==> src/rtl/inst_queue_pkg.sv <==
// rtl/inst_queue_pkg.sv - bus widths, default depth and entry type for inst_queue (INST_QUEUE_BYPASS_EN selects bypass)
`ifndef NPC_ADDR_BUS
`define NPC_ADDR_BUS 31:0
`endif
`ifndef NPC_DATA_BUS
`define NPC_DATA_BUS 31:0
`endif
`ifndef INST_QUEUE_DEPTH
`define INST_QUEUE_DEPTH 4
`endif

package inst_queue_pkg;

  localparam int IQ_DEFAULT_DEPTH = `INST_QUEUE_DEPTH;

  typedef struct packed {
    logic [`NPC_ADDR_BUS] pc;
    logic [`NPC_DATA_BUS] inst;
  } iq_entry_t;

  localparam int IQ_ENTRY_W = $bits(iq_entry_t);

endpackage

==> src/rtl/inst_queue_ram.sv <==
// rtl/inst_queue_ram.sv - DEPTH x {pc, inst} storage, one write port, one asynchronous read port, no reset
module inst_queue_ram
  import inst_queue_pkg::*;
#(
  parameter int DEPTH = IQ_DEFAULT_DEPTH,
  localparam int PTR_W = $clog2(DEPTH)
) (
  input  logic             clock,
  input  logic             we_i,
  input  logic [PTR_W-1:0] waddr_i,
  input  iq_entry_t        wdata_i,
  input  logic [PTR_W-1:0] raddr_i,
  output iq_entry_t        rdata_o
);

  iq_entry_t mem_q [DEPTH];

  always_ff @(posedge clock) begin
    if (we_i) begin
      mem_q[waddr_i] <= wdata_i;
    end
  end

  assign rdata_o = mem_q[raddr_i];

endmodule

==> src/rtl/inst_queue.sv <==
// rtl/inst_queue.sv - fetch-to-decode instruction queue with flush; INST_QUEUE_BYPASS_EN adds empty-queue bypass
module inst_queue
  import inst_queue_pkg::*;
#(
  parameter int DEPTH = IQ_DEFAULT_DEPTH,
  localparam int PTR_W = $clog2(DEPTH)
) (
  input  logic                 clock,
  input  logic                 reset,
  input  logic                 flush_i,
  input  logic                 valid_pre_i,
  output logic                 ready_pre_o,
  input  logic [`NPC_ADDR_BUS] pc_i,
  input  logic [`NPC_DATA_BUS] inst_i,
  output logic                 valid_post_o,
  input  logic                 ready_post_i,
  output logic [`NPC_ADDR_BUS] pc_o,
  output logic [`NPC_DATA_BUS] inst_o,
  output logic [PTR_W:0]       count_o
);

  localparam logic [PTR_W:0]   FULL_CNT = (PTR_W + 1)'(DEPTH);
  localparam logic [PTR_W-1:0] PTR_ONE  = PTR_W'(1);

  logic [PTR_W-1:0] wr_ptr_q, wr_ptr_d;
  logic [PTR_W-1:0] rd_ptr_q, rd_ptr_d;
  logic [PTR_W:0]   count_q, count_d;

  logic      push, pop, head_valid, bypass;
  iq_entry_t in_entry, head_entry, out_entry;

  assign in_entry = '{pc: pc_i, inst: inst_i};

  inst_queue_ram #(
    .DEPTH (DEPTH)
  ) u_ram (
    .clock   (clock),
    .we_i    (push),
    .waddr_i (wr_ptr_q),
    .wdata_i (in_entry),
    .raddr_i (rd_ptr_q),
    .rdata_o (head_entry)
  );

  always_comb begin
    // Full blocks input even if decode pops this cycle: ready stays purely count-based.
    ready_pre_o = ~reset & (count_q != FULL_CNT);
    head_valid  = ~reset & ~flush_i & (count_q != '0);
`ifdef INST_QUEUE_BYPASS_EN
    bypass      = ~reset & ~flush_i & valid_pre_i & (count_q == '0);
`else
    bypass      = 1'b0;
`endif
    valid_post_o = head_valid | bypass;
    pop          = head_valid & ready_post_i;
    // A bypassed beat consumed by decode never touches storage.
    push         = valid_pre_i & ready_pre_o & ~flush_i & ~(bypass & ready_post_i);

    out_entry = bypass ? in_entry : head_entry;
    pc_o      = valid_post_o ? out_entry.pc   : '0;
    inst_o    = valid_post_o ? out_entry.inst : '0;
    count_o   = reset ? '0 : count_q;

    wr_ptr_d = wr_ptr_q;
    rd_ptr_d = rd_ptr_q;
    count_d  = count_q;
    if (flush_i) begin
      wr_ptr_d = '0;
      rd_ptr_d = '0;
      count_d  = '0;
    end else begin
      if (push) begin
        wr_ptr_d = wr_ptr_q + PTR_ONE;
      end
      if (pop) begin
        rd_ptr_d = rd_ptr_q + PTR_ONE;
      end
      count_d = count_q + (PTR_W + 1)'(push) - (PTR_W + 1)'(pop);
    end
  end

  always_ff @(posedge clock) begin
    if (reset) begin
      wr_ptr_q <= '0;
      rd_ptr_q <= '0;
      count_q  <= '0;
    end else begin
      wr_ptr_q <= wr_ptr_d;
      rd_ptr_q <= rd_ptr_d;
      count_q  <= count_d;
    end
  end

endmodule

==> config.mk <==
export PLATFORM = sky130hd
export DESIGN_NAME = inst_queue
export DESIGN_NICKNAME = d
export VERILOG_FILES = /design/src/rtl/inst_queue_pkg.sv /design/src/rtl/inst_queue_ram.sv /design/src/rtl/inst_queue.sv
export SDC_FILE = /design/constraint.sdc
export NUM_CORES = 1
export LEC_CHECK = 0
export CAP_MARGIN = 25
export CORE_ASPECT_RATIO = 0.75
export CORE_MARGIN = 4
export CORE_UTILIZATION = 49
export CTS_CLUSTER_DIAMETER = 50
export CTS_CLUSTER_SIZE = 20
export DETAILED_ROUTE_END_ITERATION = 8
export PLACE_DENSITY_LB_ADDON = 0.15
export SLEW_MARGIN = 40
export SYNTH_ARGS = -nofsm -noshare
export SYNTH_HDL_FRONTEND = slang
export SYNTH_SLANG_ARGS = --single-unit
==> constraint.sdc <==
create_clock -name clock -period 3.3 [get_ports clock]
set_input_delay 0.66 -clock clock [delete_from_list [all_inputs] [get_ports clock]]
set_output_delay 0.66 -clock clock [all_outputs]
set_load 0.02 [all_outputs]
Yosys cells after proc, flatten, opt, wreduce, memory -nomap -nowiden
Memories as Yosys holds them, arrays and structs flattened. A register that Yosys moved wholly into a read port is not among the register bits.
Cells that the tools add are included.

word-level totals
  register bits = 7
  RAM bits = 256
  input port bits = 69
  output and inout port bits = 69
  memories kept = 1

cells by class
  add/subtract/negate cells = 4
  equal/unequal tests = 1
  muxes and demuxes = 7
  bitwise logic cells = 8
  reduce and logical (&&, ||, !) cells = 2

memory list
  name         words  width  read ports  clocked after Yosys merged registers in  write ports  line                  RTL
  u_ram.mem_q  4      64     1           1                                        1            inst_queue_ram.sv:16  iq_entry_t mem_q [DEPTH];

operators by type and width
  cell                                           count
  two-way mux 32 bit                             2
  bitwise AND 1 bit                              6
  adder 2 x 1 -> 2 bit (second input constant)   2
  two-way mux 2 bit                              2
  adder 3 x 1 -> 3 bit                           1
  two-way mux 3 bit                              1
  inequality test 3 bit (second input constant)  1
  nonzero test 3 bit                             1
  subtractor 3 x 1 -> 3 bit                      1
  two-way mux 1 bit                              2
  inverter 1 bit                                 2
  OR reduction 2 bit                             1

Longest topological paths before layout
Gate-level depths: netlist of run 1.

  depth after elaboration = 6
  mapped depth = 12

Modules after synthesis
A second synthesis of run 1 with hierarchy kept.

unflattened totals
  cell total of the unflattened synthesis = 454
  area, all modules = 10196.0 um2

by module, submodules not included
  module          times used  cells an instance  area an instance (um2)
  inst_queue_ram  1           338                9341.5
  inst_queue      1           116                854.6

Least setup slack after synthesis of run 1
No wires, ideal clock.

  kind = input -> register
  from = input port reset
  to = memory u_ram.mem_q[1][0] in the netlist's numbering, enable pin
  arrival = 2845 ps
  data required time = 2871 ps
  setup slack = 26 ps
  stages on the path = 3
  buffers on the path = 1
  cell sequence = buf_4 -> nor4_1 -> and2_1

between the ends
  longest elaborated chain between the ends = 6

RTL lines
  element                                  line                  RTL
  start, declared                          inst_queue.sv:9       input logic reset,
  inverter 1 bit                           inst_queue.sv:47      ready_pre_o = ~reset & (count_q != FULL_CNT);
  bitwise AND 1 bit                        inst_queue.sv:47
  bitwise AND 1 bit (2 in a row)           inst_queue.sv:57      push = valid_pre_i & ready_pre_o & ~flush_i & ~(bypass & ready_post_i);
  two-way mux 1 bit                        inst_queue_ram.sv:19  if (we_i) begin
  two-way mux 1 bit (implied by the code)  inst_queue_ram.sv:20  mem_q[waddr_i] <= wdata_i;
  end, declared                            inst_queue_ram.sv:16

Every way passes these cells.

Worst setup path in the final report of run 1
  from = input port reset
  to = output port inst_o[20]

between the ends
  longest elaborated chain between the ends = 4

RTL lines
  element                         line              RTL
  inverter 1 bit                  inst_queue.sv:48  head_valid = ~reset & ~flush_i & (count_q != '0);
  bitwise AND 1 bit (2 in a row)  inst_queue.sv:48
  two-way mux 32 bit              inst_queue.sv:61  inst_o = valid_post_o ? out_entry.inst : '0;
  end, declared                   inst_queue.sv:18  output logic [`NPC_DATA_BUS] inst_o,

Every way passes these cells.

==> flow_metrics.env, run 1 <==
export IMPL_status="completed"
export IMPL_synth_xor_area_share_pct=0.171
export IMPL_synthAdderAreaFrac_pct=0.929
export IMPL_drt_pass1_iter_count=6
export IMPL_post_route_drc_count=0
export IMPL_fin_crit_sh_pct=98.0
export IMPL_clock_latency_ns=0.50
export IMPL_hold_viol=0
export IMPL_hold_path_class="reg -> reg"
export IMPL_drv_slew=0
export IMPL_pre_cts_ws_ns=0.0401
export IMPL_critical_path_required_ns=2.64
export IMPL_maxCapViolCount=0
export IMPL_max_slew_margin_rel_pct=62.1
export IMPL_cts_sinks=265
export IMPL_power_leakage_nw=4.19
export IMPL_yosysSeqAreaShare_pct=76.9
export IMPL_swShare_pct=20.5
export IMPL_wl_met1_microns=8110
export IMPL_place_inst=880
export IMPL_post_route_cell_area_sq_mm=0.0129
export IMPL_period_minus_slack_ns=3.23
export IMPL_wl_met2_microns=9180
export IMPL_seq_power_share_pct=57.1
export IMPL_die_w_microns=175
export IMPL_die_y_microns=133
export IMPL_vias=4854
export IMPL_syn_inst=462
export IMPL_post_drt_wl_per_cell_microns=20.4
export IMPL_rsz0062_at_grt="false"
export IMPL_io_pins=138
export IMPL_syn_nets=538
export IMPL_drive_gt1_share_pct=20.4
export IMPL_cp_end_kind="primary output"
export IMPL_tightest_slew_ns=0.567
export IMPL_intPower_mw=5.18
export IMPL_synth_avg_cell_area_sq_um=22.2
export IMPL_cts_hold_buf=0
export IMPL_cts_buffer_depth=3
export IMPL_grt_max_degree=33
export IMPL_placed_area_sq_mm=0.0121
export IMPL_nFillCells=1421
export IMPL_yosysWarnings=0
export IMPL_n_antenna_cell=0
export IMPL_cts_root_buf="clkbuf_16"
export IMPL_rows=45
export IMPL_cp_max_fo=16
export IMPL_highest_layer="met5"
export IMPL_grt_util_all_layers_pct=16.5
export IMPL_gp_congestion=0.759
export IMPL_antenna_found_initial=1
export IMPL_grt_overflow=0
export IMPL_layout_nets=698
export IMPL_numPortBuffers=137
export IMPL_syn_to_final_growth_pct=25.6
export IMPL_arrival_ns=2.57
export IMPL_met3_length_microns=1130
export IMPL_power_frac_clock_pct=39.5
export IMPL_grt_pass1_vias=5337
export IMPL_finalSetupViolations=0
export IMPL_synth_top_family_by_area="multiplexers"
export IMPL_vias_per_cell=5.28
export IMPL_synth_compound_area_share_pct=0.538
export IMPL_grt_pass1_wl_microns=29900
export IMPL_ys_seq_elements=265
export IMPL_htree_levels=1
export IMPL_vdd_drop_max_mv=0.302
export IMPL_core_area_sq_mm=0.0204
export IMPL_final_util_pct=63.1
export IMPL_fmax_mhz=309
export IMPL_switchingPower_mw=1.34
export IMPL_cts_buffers=22
export IMPL_synth_distinct_cells=30
export IMPL_stdcell_count=919
export IMPL_postCtsResizedCells=0
export IMPL_report_power_total_mw=6.51
export IMPL_worst_slack_ns=0.0665
export IMPL_detail_route_antenna_nets=0
export IMPL_clk_pin_slew_ns=0.08
export IMPL_pwr_share_comb_pct=3.4
export IMPL_fin_hold_ws_ns=0.461
export IMPL_synthMuxAreaShare_pct=14.2
export IMPL_yosys_area_share_simple_pct=5.46
export IMPL_routed_wirelength_microns=18800
export IMPL_fin_skew_ns=0.0164
export IMPL_cp_start_kind="input port"
export IMPL_cts_setup_buffers=0
export IMPL_finalSetupTns_ns=0
export IMPL_dieArea_sq_mm=0.0233
export IMPL_crit_type="in -> out"
export IMPL_drtIter0Drc=415
export IMPL_floorplan_initialDensity_pct=50.2
export IMPL_cts_tree="yes"
export IMPL_dp_hpwl_microns=11600
export IMPL_synth_cell_area_sq_mm=0.0102
export IMPL_p_per_area_mw_per_mm2=507
==> worst max-delay path, stage by stage <==
cell             delay, ns
clkdlybuf4s50_1       0.53
nor2_8                0.15
nand2b_2              0.08
inv_2                 0.14
buf_4                 0.23
and2_1                0.17
clkdlybuf4s50_1       0.61
==> state kept, by name, indices dropped and copies added, names as in the netlist, named ones only <==
signal	count
rd_ptr_q	2
wr_ptr_q	2
u_ram.mem_q	256
count_q	3
==> routing by layer <==
layer  vias to the layer above  track usage [%]
li1                       2199                -
met1                      2494             22.9
met2                       131             27.7
met3                        28             3.83
met4                         2             3.01
met5                         -                0
==> worst paths after layout <==
kind / startpoint / to / slack [ns] / depth (start not counted)
max: reset / inst_o[20] / 0.07 / 7
min: rd_ptr_q[1] / register / 0.46 / 1
max reg2reg: count_q[2] / count_q[2] / 0.79 / 11
min reg2reg: rd_ptr_q[1] / register / 0.46 / 1
==> synth_stat cells <==
cell / number / area [sq um]
nand2b_2: 1 / 8.76
inv_2: 1 / 3.75
clkbuf_1: 1 / 3.75
buf_2: 6 / 30.0
fa_1: 1 / 20.0
dfxtp_1: 9 / 180
nor4_1: 1 / 6.26
nand4b_1: 1 / 8.76
nor3b_1: 1 / 7.51
nand2_1: 3 / 11.3
mux4_1: 3 / 78.8
xnor2_1: 2 / 17.5
buf_6: 6 / 67.6
nor2_8: 1 / 20.0
ha_1: 6 / 75.1
nor3_1: 1 / 5.00
clkbuf_2: 7 / 35.0
edfxtp_1: 256 / 7690
o311ai_0: 2 / 17.5
nor3_2: 1 / 10.0
nor2b_1: 4 / 25.0
mux4_2: 61 / 1370
nand4bb_1: 1 / 11.3
buf_8: 1 / 15.0
and2_1: 70 / 438
nor2_1: 2 / 7.51
o31ai_1: 3 / 22.5
inv_1: 7 / 26.3
buf_4: 1 / 7.51
o211ai_1: 2 / 15.0
==> layout make-up <==
type | instances | area [sq um] | share of cell area, %
Sequential cell | 265 | 7880 | 61.3
Multi-Input combinational cell | 167 | 2190 | 17.0
Timing Repair Buffer | 158 | 1680 | 13.1
Clock buffer | 24 | 579 | 4.51
Tap cell | 282 | 353 | 2.74
Clock inverter | 15 | 148 | 1.15
Inverter | 8 | 30.0 | 0.234
==> power by group through the flow <==
stage,combinational [mW],clock (mW),sequential [mW]
5_1_grt,0.238,2.81,3.72
3_5_place_dp,0.223,0,3.80
2_1_floorplan,0.0711,0,3.80
3_3_place_gp,0.214,0,3.80
6_report,0.220,2.57,3.72
4_1_cts,0.224,2.65,3.72
==> layout by cell type, fill, tap and decap left out, types with 3 or more instances in the layout <==
master,n
inv_6,3
mux4_1,3
dlymetal6s2s_1,6
o31ai_1,3
clkbuf_16,23
edfxtp_1,256
nand2_1,3
buf_4,10
mux4_2,61
clkdlybuf4s50_1,131
nor2b_1,4
inv_1,7
ha_1,6
dfxtp_1,7
and2_1,66
clkinv_2,5
buf_12,11
and2_4,4
==> cells by family after synthesis <==
group | Yosys count
AOI/OAI and AO/OA | 7
xor gates and xnor gates | 2
adders and majority gates | 7
buffers and inverters | 30
DFF | 265
muxes | 64
and+or+nand+nor | 87
No activity file was read; power rests on OpenSTA's default activity.
==> run 2: changes to the inputs <==
--- a/config.mk
+++ b/config.mk
@@ -13,6 +13,7 @@
 export CTS_CLUSTER_SIZE = 20
 export DETAILED_ROUTE_END_ITERATION = 8
 export PLACE_DENSITY_LB_ADDON = 0.15
+export REMOVE_ABC_BUFFERS = 1
 export SLEW_MARGIN = 40
 export SYNTH_ARGS = -nofsm -noshare
 export SYNTH_HDL_FRONTEND = slang
==> run 2 against run 1 <==
  * Sequential power hardly changed
  * Clock-buffer cell count is 3 lower
  * Largest cell class unchanged
  * Sequential share of layout area is 0.095 points lower
  * First-iteration DRC count is 15% lower
  * Total power is 1.4% lower
  * Maximum frequency is 1.2% higher
  * Sequential cell count stayed put
  * Highest routed layer unchanged
  * Clock skew is 0.0065 ns lower
  * Clock power is 4% lower
  * Wire length is 1.1% higher
==> flow_metrics.env, run 2 (same netlist as run 1, synthesis figures left out) <==
export IMPL_status="completed"
export IMPL_gp_congestion=0.730
export IMPL_power_leakage_nw=4.36
export IMPL_htree_levels=1
export IMPL_die_y_microns=133
export IMPL_p_per_area_mw_per_mm2=499
export IMPL_syn_to_final_growth_pct=25.8
export IMPL_drv_slew=0
export IMPL_floorplan_initialDensity_pct=50.2
export IMPL_cts_sinks=265
export IMPL_fmax_mhz=313
export IMPL_post_route_drc_count=0
export IMPL_drt_pass1_iter_count=4
export IMPL_tightest_slew_ns=0.566
export IMPL_fin_crit_sh_pct=96.8
export IMPL_core_area_sq_mm=0.0204
export IMPL_post_route_cell_area_sq_mm=0.0129
export IMPL_die_w_microns=175
export IMPL_routed_wirelength_microns=19000
export IMPL_regMostFlops="u_ram.mem_q"
export IMPL_worst_slack_ns=0.105
export IMPL_cts_tree="yes"
export IMPL_final_cell_mix="edfxtp_1, clkdlybuf4s50_1, and2_1"
export IMPL_arrival_ns=2.53
export IMPL_vias=4856
export IMPL_final_util_pct=63.2
export IMPL_vias_per_cell=5.30
export IMPL_critical_path_required_ns=2.64
export IMPL_cp_max_fo=15
export IMPL_cp_start_kind="input port"
export IMPL_cts_hold_buf=0
export IMPL_post_drt_wl_per_cell_microns=20.7
export IMPL_cts_root_buf="clkbuf_16"
export IMPL_finalSetupViolations=0
export IMPL_stdcell_count=917
export IMPL_grt_util_all_layers_pct=16.7
export IMPL_ff2ff_path_depth=11
export IMPL_grt_pass1_vias=5398
export IMPL_whs_path_depth=1
export IMPL_largest_reg_flops=256
export IMPL_rows=45
export IMPL_finalSetupTns_ns=0
export IMPL_drive_gt1_share_pct=20.0
export IMPL_clock_latency_ns=0.49
export IMPL_n_antenna_cell=0
export IMPL_cts_buffers=20
export IMPL_fin_skew_ns=0.00992
export IMPL_layout_nets=699
export IMPL_reg_largest_list="u_ram.mem_q: 256 flops, count_q: 3 flops"
export IMPL_period_minus_slack_ns=3.19
export IMPL_pre_cts_ws_ns=0.0448
export IMPL_rsz0062_at_grt="false"
export IMPL_dieArea_sq_mm=0.0233
export IMPL_layout_commonest_cell="edfxtp_1"
export IMPL_hold_path_class="reg -> reg"
export IMPL_fin_hold_ws_ns=0.467
export IMPL_cts_buffer_depth=3
export IMPL_report_power_total_mw=6.42
export IMPL_grt_overflow=0
export IMPL_maxCapViolCount=0
export IMPL_drtIter0Drc=351
export IMPL_grt_max_degree=38
export IMPL_grt_pass1_wl_microns=30300
export IMPL_io_pins=138
export IMPL_place_inst=880
export IMPL_cp_end_kind="primary output"
export IMPL_antenna_found_initial=3
export IMPL_crit_type="in -> out"
export IMPL_vdd_drop_max_mv=0.292
export IMPL_max_slew_margin_rel_pct=62.2
export IMPL_detail_route_antenna_nets=0
export IMPL_clk_pin_slew_ns=0.07
export IMPL_dp_hpwl_microns=11900
export IMPL_placed_area_sq_mm=0.0121
export IMPL_numPortBuffers=137
export IMPL_hold_viol=0
==> run 2: routing by layer <==
layer | routed length [microns] | vias up | GRT usage [%] | share of wire (%)
li1 | - | 2186 | - | -
met1 | 8330 | 2504 | 23.3 | 44
met2 | 9150 | 132 | 27.5 | 48
met3 | 1200 | 28 | 4.34 | 6.3
met4 | 261 | 6 | 2.66 | 1.4
met5 | 34 | - | 0 | 0.18
==> run 2: path summary, 6_finish.rpt <==
kind / start / endpoint / slack [ns]
setup / recovery: reset / inst_o[10] / 0.11
hold / removal: rd_ptr_q[1] / register / 0.47
setup reg to reg: count_q[2] / count_q[2] / 0.77
hold reg to reg: rd_ptr_q[1] / register / 0.47
==> run 2: repair_timing <==
item,4_1_cts,5_1_grt
resized for setup,0,16
endpoints found under the setup margin,3,16
cloned,0,0
pin swaps,0,0
setup buffers,3,0
==> run 2: area by class of cell <==
type	instances	area, sq um
clock buffers	21	526
clock inverters	13	149
fillers	1435	7510
inverters	8	30.0
multi-input cells	167	2190
flip-flops and latches	265	7880
well taps	282	353
repair buffers	161	1750
==> run 2: worst max-delay path: stages <==
cell and delay [ns]:
clkdlybuf4s50_1 0.53, nor2_8 0.15, nand2b_2 0.11, inv_2 0.12, buf_4 0.20, and2_1 0.15
clkdlybuf4s50_1 0.61
==> run 2: power by group <==
group / internal, mW / switching, mW / total [mW]
logic: 0.126 / 0.0968 / 0.223
registers: 3.71 / 0.00800 / 3.72
clock network: 1.35 / 1.13 / 2.48
